**src/rtl/shift_rx.sv**
```systemverilog
// Serial-to-parallel receiver: MSB-first bits qualified by valid, framed by eos.
// Ports: clk, rst (sync, active-high); D, valid, eos serial side;
//        rd, clr_err from consumer; Q, full, busy, cnt, ferr, ovr outputs.
module shift_rx #(
    parameter int bits = 8,
    localparam int CW = $clog2(bits)
) (
    input  logic            clk,
    input  logic            rst,
    input  logic            D,
    input  logic            valid,
    input  logic            eos,
    input  logic            rd,
    input  logic            clr_err,
    output logic [bits-1:0] Q,
    output logic            full,
    output logic            busy,
    output logic [CW-1:0]   cnt,
    output logic            ferr,
    output logic            ovr
);

    typedef enum logic {
        IDLE,
        SHIFT
    } state_t;

    localparam logic [CW-1:0] LAST = CW'(bits - 1);

    state_t          state;
    logic [bits-2:0] sreg;
    logic [bits-1:0] nxt;

    // Only bits-1 bits are ever held; the final bit goes straight into Q.
    assign nxt  = {sreg, D};
    assign busy = (state == SHIFT);

    always_ff @(posedge clk) begin
        if (rst) begin
            state <= IDLE;
            sreg  <= '0;
            Q     <= '0;
            full  <= 1'b0;
            cnt   <= '0;
            ferr  <= 1'b0;
            ovr   <= 1'b0;
        end else begin
            // Read acknowledge; a completing word below overrides it.
            if (rd && full)
                full <= 1'b0;

            // Clear first so that an error raised this cycle wins.
            if (clr_err) begin
                ferr <= 1'b0;
                ovr  <= 1'b0;
            end

            if (valid) begin
                case (state)
                    IDLE: begin
                        if (eos) begin
                            ferr <= 1'b1;
                        end else begin
                            sreg  <= nxt[bits-2:0];
                            cnt   <= CW'(1);
                            state <= SHIFT;
                        end
                    end
                    SHIFT: begin
                        if (cnt == LAST) begin
                            state <= IDLE;
                            cnt   <= '0;
                            if (!eos) begin
                                ferr <= 1'b1;
                            end else if (!full || rd) begin
                                Q    <= nxt;
                                full <= 1'b1;
                            end else begin
                                ovr <= 1'b1;
                            end
                        end else if (eos) begin
                            ferr  <= 1'b1;
                            cnt   <= '0;
                            state <= IDLE;
                        end else begin
                            sreg <= nxt[bits-2:0];
                            cnt  <= cnt + CW'(1);
                        end
                    end
                    default: begin
                        state <= IDLE;
                        cnt   <= '0;
                    end
                endcase
            end
        end
    end

endmodule

```
**config.mk**
```make
export PLATFORM = sky130hd
export DESIGN_NAME = shift_rx
export DESIGN_NICKNAME = d
export VERILOG_FILES = /design/src/rtl/shift_rx.sv
export SDC_FILE = /design/constraint.sdc
export NUM_CORES = 1
export LEC_CHECK = 0
export CAP_MARGIN = 15
export CORE_MARGIN = 2
export CORE_UTILIZATION = 30
export DETAILED_ROUTE_END_ITERATION = 16
export SLEW_MARGIN = 20
export SYNTH_ARGS = -nofsm -noshare
export SYNTH_HDL_FRONTEND = slang
export SYNTH_SLANG_ARGS = --single-unit
```
**constraint.sdc**
```tcl
create_clock -name clk -period 1.6 [get_ports clk]
set_clock_uncertainty 0.1 [all_clocks]
set_input_delay 0.24 -clock clk [delete_from_list [all_inputs] [get_ports clk]]
set_output_delay 0.24 -clock clk [all_outputs]
set_load 0.05 [all_outputs]
```
==> results of run 1 <==
==> layer usage <==
metal | track usage | share of wire | up-vias
met5 | 0 | 0 | -
met4 | 0.0373 | 0.014 | 0
met3 | 0.0256 | 0.017 | 2
met2 | 0.208 | 0.50 | 12
met1 | 0.135 | 0.47 | 366
li1 | - | - | 413
==> sequential cells by signal (all words and copies together), names as in the netlist <==
name / cells
sreg: 7
busy: 1
ovr: 1
cnt: 3
ferr: 1
Q: 8
full: 1
==> where the power goes <==
| group | internal [W] | switching, W | leakage, nW | total, W |
|---|---|---|---|---|
| logic | 0.0000500 | 0.0000483 | 0.281 | 0.0000984 |
| clock network | 0.000191 | 0.000169 | 0.0261 | 0.000359 |
| registers | 0.000552 | 0.00000707 | 0.180 | 0.000559 |
==> worst max-delay path: stages, from the launching register on <==
cell     delay (ns)
dfxtp_4        0.38
ha_2           0.19
ha_4           0.14
nand4_1        0.13
nor2b_1        0.17
buf_6          0.17
mux2i_1        0.18
==> through the flow <==
| step | worst slack (ns) | area, um2 | util | power, W |
|---|---|---|---|---|
| global route | -0.0165 | 1350 | 0.442 | 0.00106 |
| global placement | -0.00202 | 1270 | 0.415 | 0.000665 |
| detailed placement | -0.0622 | 1270 | 0.415 | 0.000668 |
| floorplan | 0.00432 | 966 | - | 0.000621 |
| CTS | 0.0107 | 1320 | 0.431 | 0.00103 |
| finish | 0.0653 | 1350 | 0.442 | 0.00102 |
==> repair_timing <==
action                                  4_1_cts  5_1_grt
setup buffers                                 0        2
endpoints found under the setup margin        0       11
resized for setup                             0        4
==> kinds of logic after synthesis <==
family	share of synthesized area
compound gates	0.128
fa+ha+maj	0.0261
buf+inv	0.0458
flops	0.460
mux	0.0954
simple gates	0.244
==> cell usage after synthesis <==
cell type | instances | area share
a21oi_1 | 10 | 0.052
buf_6 | 1 | 0.012
buf_2 | 2 | 0.010
nand3_1 | 8 | 0.042
clkbuf_1 | 2 | 0.0078
or2b_1 | 1 | 0.0078
mux2i_1 | 8 | 0.084
inv_1 | 2 | 0.0078
o21ai_0 | 9 | 0.047
dfxtp_1 | 22 | 0.46
buf_4 | 1 | 0.0078
and2_1 | 1 | 0.0065
and4bb_2 | 1 | 0.013
ha_1 | 2 | 0.026
a22oi_1 | 1 | 0.0078
o22ai_1 | 1 | 0.0065
and2b_1 | 1 | 0.0078
mux2_2 | 1 | 0.012
nand4_1 | 1 | 0.0065
nor2_1 | 2 | 0.0078
a31oi_1 | 1 | 0.0065
a211oi_1 | 1 | 0.0078
nand2_1 | 4 | 0.016
nor2b_1 | 3 | 0.020
nand2b_1 | 18 | 0.12
==> area by class of cell <==
class,count,area (um2),area share
multi-input combinational,74,488,0.362
sequential,22,449,0.333
timing repair buffer,31,302,0.224
tap,44,55.1,0.0408
clock buffer,4,47.5,0.0353
inverter,2,7.51,0.00557
==> path summary, 6_finish.rpt <==
| kind | startpoint | to | slack [ns] | cells after the start |
|---|---|---|---|---|
| hold reg to reg | sreg[5] | sreg[6] | 0.38 | 2 |
| hold / removal | sreg[5] | sreg[6] | 0.38 | 2 |
| setup reg to reg | cnt[0] | Q[4] | 0.07 | 6 |
| setup / recovery | cnt[0] | Q[4] | 0.07 | 6 |
==> summary.md, run 1 <==
| Metric | Value |
|---|---|
| Status | finished, final reports clean |
| Hold WS | 0.382 ns |
| Tot GR Track Use | 0.115 |
| Initial DRC count | 46 |
| Mapped Area | 957 um2 |
| Slew Limit Headroom | 0.692 |
| Routed WL | ~2000 um |
| Fin. max-slew vios | 0 |
| Distinct cells, synth | 25 |
| CP Launch Type | flip-flop |
| Maxcap violations | 0 |
| I/O pin count | 22 |
| Clk_lat worst skew | about 0.31 ns |
| Most frequent cells in the layout | buf_4 (20), dfxtp_1 (19), nand2b_1 (18) |
| Crit Path Class | flip-flop to flip-flop |
| CTS root buf | clkbuf_4 |
| CTS Sinks | 22 |
| First-pass GRT wire length | ~3200 um |
| Commonest non-fill, non-tap cell in the layout | buf_4 |
| Post-Route Setup TNS | 0 ns |
| Seq cells post-synth | 22 |
| Die area | between 0.003 and 0.004 mm2 |
| Worst vdd ir | 0.521 mV |
| Syn Nets | around 110 |
| Antenna fix cells | 0 |
| Final min period | 1.53 ns |
| Final nets | approximately 140 |
| Via-per-instance ratio | between 4 and 5 |
| P&R area growth vs syn | 40.9% |
| Drt pass-1 iters | 4 |
| Hpwl dp | 1450 um |
| Cells after synthesis | about 100 |
| GPL Wtd Cong | a little over 0.7 |
| Synth warnings | 0 |
| Dpl cells | around 170 |
| Die W | 60.5 um |
| Layout cell share with drive strength beyond 1 | 0.271 |
| Tightest Hold Check Type | flip-flop to flip-flop |
| Die H | 60.5 um |
| Worst-path clk slew | between 0.1 and 0.15 ns |
| Clock Path Buffers | 2 |
| Critical Path AT | 1.68 ns |
| Row count | 20 |
| Syn avg cell area | between 9 and 10 um2 |
| Core area | between 0.003 and 0.004 mm2 |
| Tcrit/Tclk final | 0.959 |
| Fin cells | ~180 |
| CTS tree | built |
| Seq/Total Area, Yosys | 0.460 |
| Routed WL per cell | between 10 and 15 um |
| Pleak | 0.487 nW |
| Antenna Nets Post-Route | 0 |
| Fmax | around 650 MHz |
| Vias in the first global route | approximately 720 |
| Drt drc | 0 |
| Port Buffer Count | 21 |
| Final setup fails | 0 |
| Filler cells | approximately 310 |
| Antenna violations before repair | 0 |
| Worst endpoint required time | between 1.5 and 2 ns |
| H-tree levels | 1 |
| Worst slew pin tran | between 0.4 and 0.5 ns |
| Hold_buf cts | 0 |
| Num CTS Buffers | 3 |
| Via Count | slightly below 800 |
| GRT overflow | 0 |
| CP max FO | 8 |
| Final hold violation count | 0 |
| Pwr dens | around 750 mW/mm2 |
| Initial Utilization | 0.314 |
| Crit end category | flip-flop |
| Largest net degree at the start of global routing | 19 |
No activity file was read; power rests on OpenSTA's default activity.
==> run 2, diff against run 1 <==
--- a/config.mk
+++ b/config.mk
@@ -8,7 +8,9 @@
 export CAP_MARGIN = 15
 export CORE_MARGIN = 2
 export CORE_UTILIZATION = 30
+export CTS_CLUSTER_DIAMETER = 60
 export DETAILED_ROUTE_END_ITERATION = 16
+export PLACE_DENSITY = 0.5
 export SLEW_MARGIN = 20
 export SYNTH_ARGS = -nofsm -noshare
 export SYNTH_HDL_FRONTEND = slang
==> run 2 against run 1 <==
  * Utilization is 1.5 points lower
  * Total power is 8.9% lower
  * Sequential share of layout area is 1.2 points higher
  * Hold slack worse by 0.0032 ns
  * Worst setup slack better by 0.064 ns
  * Via count is 0.38% lower
  * Flip-flop and latch count stayed put
  * Critical path type unchanged
  * Maximum frequency is 4.3% higher
  * Count of clock-buffer cells in the layout stayed put
  * Non-clock buffer count is 3 lower
  * Combinational power is 7% higher
  * Clock power is 27% lower
==> summary.md, run 2 (synthesis results as in run 1) <==
| Metric | Value |
|---|---|
| Status | finished, final reports clean |
| CTS tree | built |
| Hpwl dp | between 1000 and 1500 um |
| Final min period | 1.47 ns |
| Initial Utilization | 0.314 |
| End of the worst register-to-register path | Q[5] |
| Worst Path Buf+Inv | 1 |
| Tcrit/Tclk final | 0.919 |
| Die W | roughly 60 um |
| Pwr dens | around 700 mW/mm2 |
| Port Buffer Count | 21 |
| Initial DRC count | 25 |
| Worst slew pin tran | approximately 0.3 ns |
| Maxcap violations | 0 |
| Post-CTS setup buffers | 0 |
| Max stage delay on crit path | about 0.38 ns |
| Fmax | between 600 and 700 MHz |
| Delay-heaviest family, CP | flip-flops |
| Final WS setup | 0.129 ns |
| Post-DP Area | ~0.0012 mm2 |
| Via-per-instance ratio | 4.54 |
| Worst-path clk slew | 0.12 ns |
| Worst endpoint required time | between 1.5 and 2 ns |
| Via Count | 790 |
| R2r setup slk | roughly 0.13 ns |
| Num CTS Buffers | 3 |
| Hold_buf cts | 0 |
| Crit path cell chain | ha_4 > ha_4 > nand4_1 > nor2b_1 > buf_6 > mux2i_1 |
| Antenna fix cells | 0 |
| Final nets | 140 |
| I/O pin count | 22 |
| GRT overflow | 0 |
| Final instance area | 0.00130 mm2 |
| Reg2reg start | cnt[1] |
| Layout cell share with drive strength beyond 1 | 0.246 |
| Clock Path Buffers | 2 |
| CP max FO | 8 |
| Dpl cells | 170 |
| Worst vdd ir | 0.210 mV |
| Crit end category | flip-flop |
| Biggest register | Q |
| RSZ-0062 raised after global routing | no |
| CP Launch Type | flip-flop |
| Hold Path Depth | 2 |
| Min-delay src | Q[1] |
| Largest net degree at the start of global routing | 31 |
| Fin. max-slew vios | 0 |
| Fin cells | 174 |
| Worst path most repeated cell | ha_4 |
| Max FFs per register | 8 |
| Worst Reg-to-Reg Cells | 6 |
| Routed WL | around 1900 um |
| Drt drc | 0 |
| Hold path endpoint | Q[1] |
| Vias in the first global route | ~760 |
| Pleak | 0.462 nW |
| P&R area growth vs syn | 36.1% |
| Commonest non-fill, non-tap cell in the layout | dfxtp_1 |
| Drt pass-1 iters | 4 |
| Row count | 20 |
| Most frequent cells in the layout | dfxtp_1 (19), nand2b_1 (18), buf_4 (18) |
| Final setup fails | 0 |
| Antenna violations before repair | 0 |
| Hold WS | 0.379 ns |
| GPL Wtd Cong | a little over 0.7 |
| Levels on crit path | 6 |
| Slew Limit Headroom | 0.803 |
| Crit Path Class | flip-flop to flip-flop |
| First-pass GRT wire length | 3240 um |
| Setup Slack @ Placement | -0.0745 ns |
| Final hold violation count | 0 |
| CTS Sinks | 22 |
| Routed WL per cell | between 10 and 15 um |
| Slowest CP cell | dfxtp_4 |
| Tightest Hold Check Type | flip-flop to flip-flop |
| Post-Route Setup TNS | 0 ns |
| Tot GR Track Use | 0.120 |
| H-tree levels | 1 |
| Top flop regs | Q: 8 flops, sreg: 7 flops, cnt: 3 flops |
| Die area | between 0.003 and 0.004 mm2 |
| Die H | about 60 um |
| CTS root buf | clkbuf_4 |
| Core area | 0.00305 mm2 |
| Clk_lat worst skew | around 0.31 ns |
| Critical Path AT | ~1.6 ns |
| Antenna Nets Post-Route | 0 |
## run 2: tightest hold or removal path, delay by kind of cell, from the launching register on
family	cells	cell delay, ns
mux	1	0.05
simple gates	1	0.06
flops	1	0.33
## run 2: timing repair
action,in CTS,in global routing
hold endpoints to repair,0,0
gates resized for setup,0,5
endpoints found under the setup margin,0,14
## run 2: report_power, final
group	switching, W	internal, W	total, W
Combinational	0.0000497	0.0000549	0.000105
Clock	0.000165	0.0000974	0.000263
Sequential	0.00000714	0.000552	0.000559
Total	0.000222	0.000704	0.000926
## run 2: how the worst max path moves through the flow
| stage | startpoint | to |
|---|---|---|
| 2_1_floorplan | cnt[0] | Q[0] |
| 3_3_place_gp | valid | Q[0] |
| 3_5_place_dp | valid | Q[4] |
| 4_1_cts | cnt[1] | Q[6] |
| 5_1_grt | cnt[1] | Q[6] |
| 6_report | cnt[1] | Q[5] |
## run 2: final cells by class
type | count | area (um2)
Fill cell | 322 | 1750
Multi-Input combinational cell | 74 | 498
Sequential cell | 22 | 449
Timing Repair Buffer | 28 | 267
Tap cell | 44 | 55.1
Clock buffer | 4 | 26.3
Inverter | 2 | 7.51
## run 2: layer usage
metal / wire (um) / up-vias / part of all wire / global-route usage
li1: - / 409 / - / -
met1: 890 / 364 / 0.47 / 0.145
met2: 888 / 13 / 0.47 / 0.199
met3: 68 / 4 / 0.036 / 0.0277
met4: 38 / 0 / 0.020 / 0.0652
met5: 0 / - / 0 / 0
## run 2: metrics by stage
stage	power, W	util
after global placement	0.000675	0.409
after global routing	0.000979	0.427
after CTS	0.000941	0.417
after detailed placement	0.000675	0.409
after floorplan	0.000621	-
final	0.000926	0.427
==> run 3, diff against run 2 <==
--- a/config.mk
+++ b/config.mk
@@ -6,10 +6,10 @@
 export NUM_CORES = 1
 export LEC_CHECK = 0
 export CAP_MARGIN = 15
-export CORE_MARGIN = 2
 export CORE_UTILIZATION = 30
 export CTS_CLUSTER_DIAMETER = 60
 export DETAILED_ROUTE_END_ITERATION = 16
+export HOLD_SLACK_MARGIN = 0.02
 export PLACE_DENSITY = 0.5
 export SLEW_MARGIN = 20
 export SYNTH_ARGS = -nofsm -noshare
==> constraint.sdc (replaced) <==
create_clock -name clk -period 1.5 [get_ports clk]
set_clock_uncertainty 0.1 [all_clocks]
set_input_delay 0.225 -clock clk [delete_from_list [all_inputs] [get_ports clk]]
set_output_delay 0.225 -clock clk [all_outputs]
set_load 0.05 [all_outputs]
==> run 3 against run 2 <==
  * First-iteration DRC count down 56%
  * Register-to-register slack worse by 0.098 ns
  * Hold slack better by 0.0097 ns
==> summary.md, run 3 (synthesis results as in run 1) <==
| Metric | Value |
|---|---|
| Via-per-instance ratio | around 4.7 |
| Sequential Area | ~450 um2 |
| Slowest CP cell | dfxtp_4 |
| Drt pass-1 iters | 4 |
| Clk_lat worst skew | approximately 0.30 ns |
| Layout cell share with drive strength beyond 1 | 0.273 |
| CP max FO | 8 |
| Final setup fails | 0 |
| Antenna violations before repair | 0 |
| Pwr dens | slightly below 700 mW/mm2 |
| Area of the multi-input gates | approximately 500 um2 |
| Final min period | approximately 1.5 ns |
| Critical Path AT | around 1.6 ns |
| Die H | 58.5 um |
| Crit path cell chain | ha_4 > ha_4 > nand4_1 > nor2b_1 > buf_6 > mux2i_1 |
| Most frequent cells in the layout | dfxtp_1 (18), nand2b_1 (18), buf_12 (16) |
| Initial DRC count | 11 |
| Fin. max-slew vios | 0 |
| Tightest Hold Check Type | flip-flop to flip-flop |
| First-pass GRT wire length | roughly 3400 um |
| Final instance area | around 0.0015 mm2 |
| Die area | ~0.0034 mm2 |
| Clock Path Buffers | 2 |
| Worst-path clk slew | about 0.12 ns |
| Worst vdd ir | around 0.26 mV |
| Routed WL | ~1900 um |
| H-tree levels | 1 |
| Hold_buf cts | 0 |
| Die W | approximately 58 um |
| Hpwl dp | between 1000 and 1500 um |
| Maxcap violations | 0 |
| GRT overflow | 0 |
| CTS Sinks | 22 |
| Largest net degree at the start of global routing | 31 |
| Post-DP Area | around 0.0014 mm2 |
| Crit Path Class | flip-flop to flip-flop |
| Final core utilization | 0.493 |
| Tcrit/Tclk final | 0.979 |
| Row count | 20 |
| Worst endpoint required time | roughly 1.6 ns |
| Final nets | between 100 and 150 |
| Biggest register | Q |
| Worst path most repeated cell | ha_4 |
| P&R area growth vs syn | 55.8% |
| Core area | roughly 0.003 mm2 |
| Antenna fix cells | 0 |
| Pleak | about 0.5 nW |
| I/O pin count | 22 |
| Top flop regs | Q: 8 flops, sreg: 7 flops, cnt: 3 flops |
| Slew Limit Headroom | 0.788 |
| Worst slew pin tran | around 0.32 ns |
| Antenna Nets Post-Route | 0 |
| Port Buffer Count | 21 |
| Routed WL per cell | about 11 um |
| Vias in the first global route | approximately 780 |
| Final hold violation count | 0 |
| Tot GR Track Use | 0.133 |
| GPL Wtd Cong | 0.691 |
| Drt drc | 0 |
| Crit end category | flip-flop |
| Max stage delay on crit path | approximately 0.38 ns |
| Fmax | 681 MHz |
| Filler cells | a little over 300 |
| CTS root buf | clkbuf_4 |
| RSZ-0062 raised after global routing | yes |
| Initial Utilization | 0.316 |
| CP Launch Type | flip-flop |
| Num CTS Buffers | 3 |
| Max FFs per register | 8 |
| Status | finished, final reports clean |
| Via Count | 819 |
| CTS tree | built |
-- run 3: changes by cell type in the layout (fill, tap and decap cells not counted) --
cell,change
o21ai_0,-1
o21ai_1,+1
clkbuf_8,+1
buf_4,-11
dfxtp_1,-1
buf_12,+13
clkbuf_1,-1
dfxtp_2,+1
-- run 3: report_power, final --
group          total [W]  internal [W]  leakage [nW]  switching, W
registers       0.000598      0.000589         0.180    0.00000844
logic           0.000116     0.0000628         0.313     0.0000528
clock network   0.000320      0.000148        0.0210      0.000172
total            0.00103      0.000800         0.514      0.000234
-- run 3: timing repair --
item,in CTS,in global routing
setup endpoints to repair,1,9
gates resized for setup,1,1
setup buffers,2,0
-- run 3: area by class of cell --
| cell class | instances | area share |
|---|---|---|
| well taps | 44 | 0.0369 |
| inverters | 2 | 0.00503 |
| flip-flops and latches | 22 | 0.302 |
| repair buffers | 30 | 0.298 |
| clock buffers | 4 | 0.0243 |
| multi-input cells | 74 | 0.334 |
-- run 3: metal layers --
| layer | routed length [um] | share of wire | vias to the layer above | track usage |
|---|---|---|---|---|
| li1 | - | - | 414 | - |
| met1 | 858 | 0.45 | 392 | 0.164 |
| met2 | 989 | 0.51 | 11 | 0.217 |
| met3 | 60 | 0.031 | 2 | 0.0286 |
| met4 | 19 | 0.0099 | 0 | 0.0714 |
| met5 | 0 | 0 | - | 0 |
-- run 3: worst max-delay path, delay by kind of cell, from the launching register on --
kind / cells / cell delay [ns]
adders and majority gates: 2 / 0.27
buffers and inverters: 1 / 0.17
DFF: 1 / 0.38
muxes: 1 / 0.22
and+or+nand+nor: 2 / 0.27
-- run 3: final timing paths --
kind	depth (start not counted)	from	endpoint	slack, ns
max	6	cnt[0]	Q[5]	0.03
min	2	sreg[6]	sreg[6]	0.39
max reg2reg	6	cnt[0]	Q[5]	0.03
min reg2reg	2	sreg[6]	sreg[6]	0.39
-- run 3: metrics by stage --
step / setup slack (ns) / TNS [ns] / std cells / power (W) / hold WS (ns)
floorplan: 0.000663 / 0 / 104 / 0.000664 / 0.273
global placement: -0.0959 / -1.26 / 170 / 0.000724 / 0.358
detailed placement: -0.181 / -1.80 / 170 / 0.000724 / 0.375
CTS: 0.0120 / 0 / 176 / 0.00105 / 0.395
global route: -0.0902 / -0.337 / 176 / 0.00110 / 0.416
finish: 0.0311 / 0 / 176 / 0.00103 / 0.388
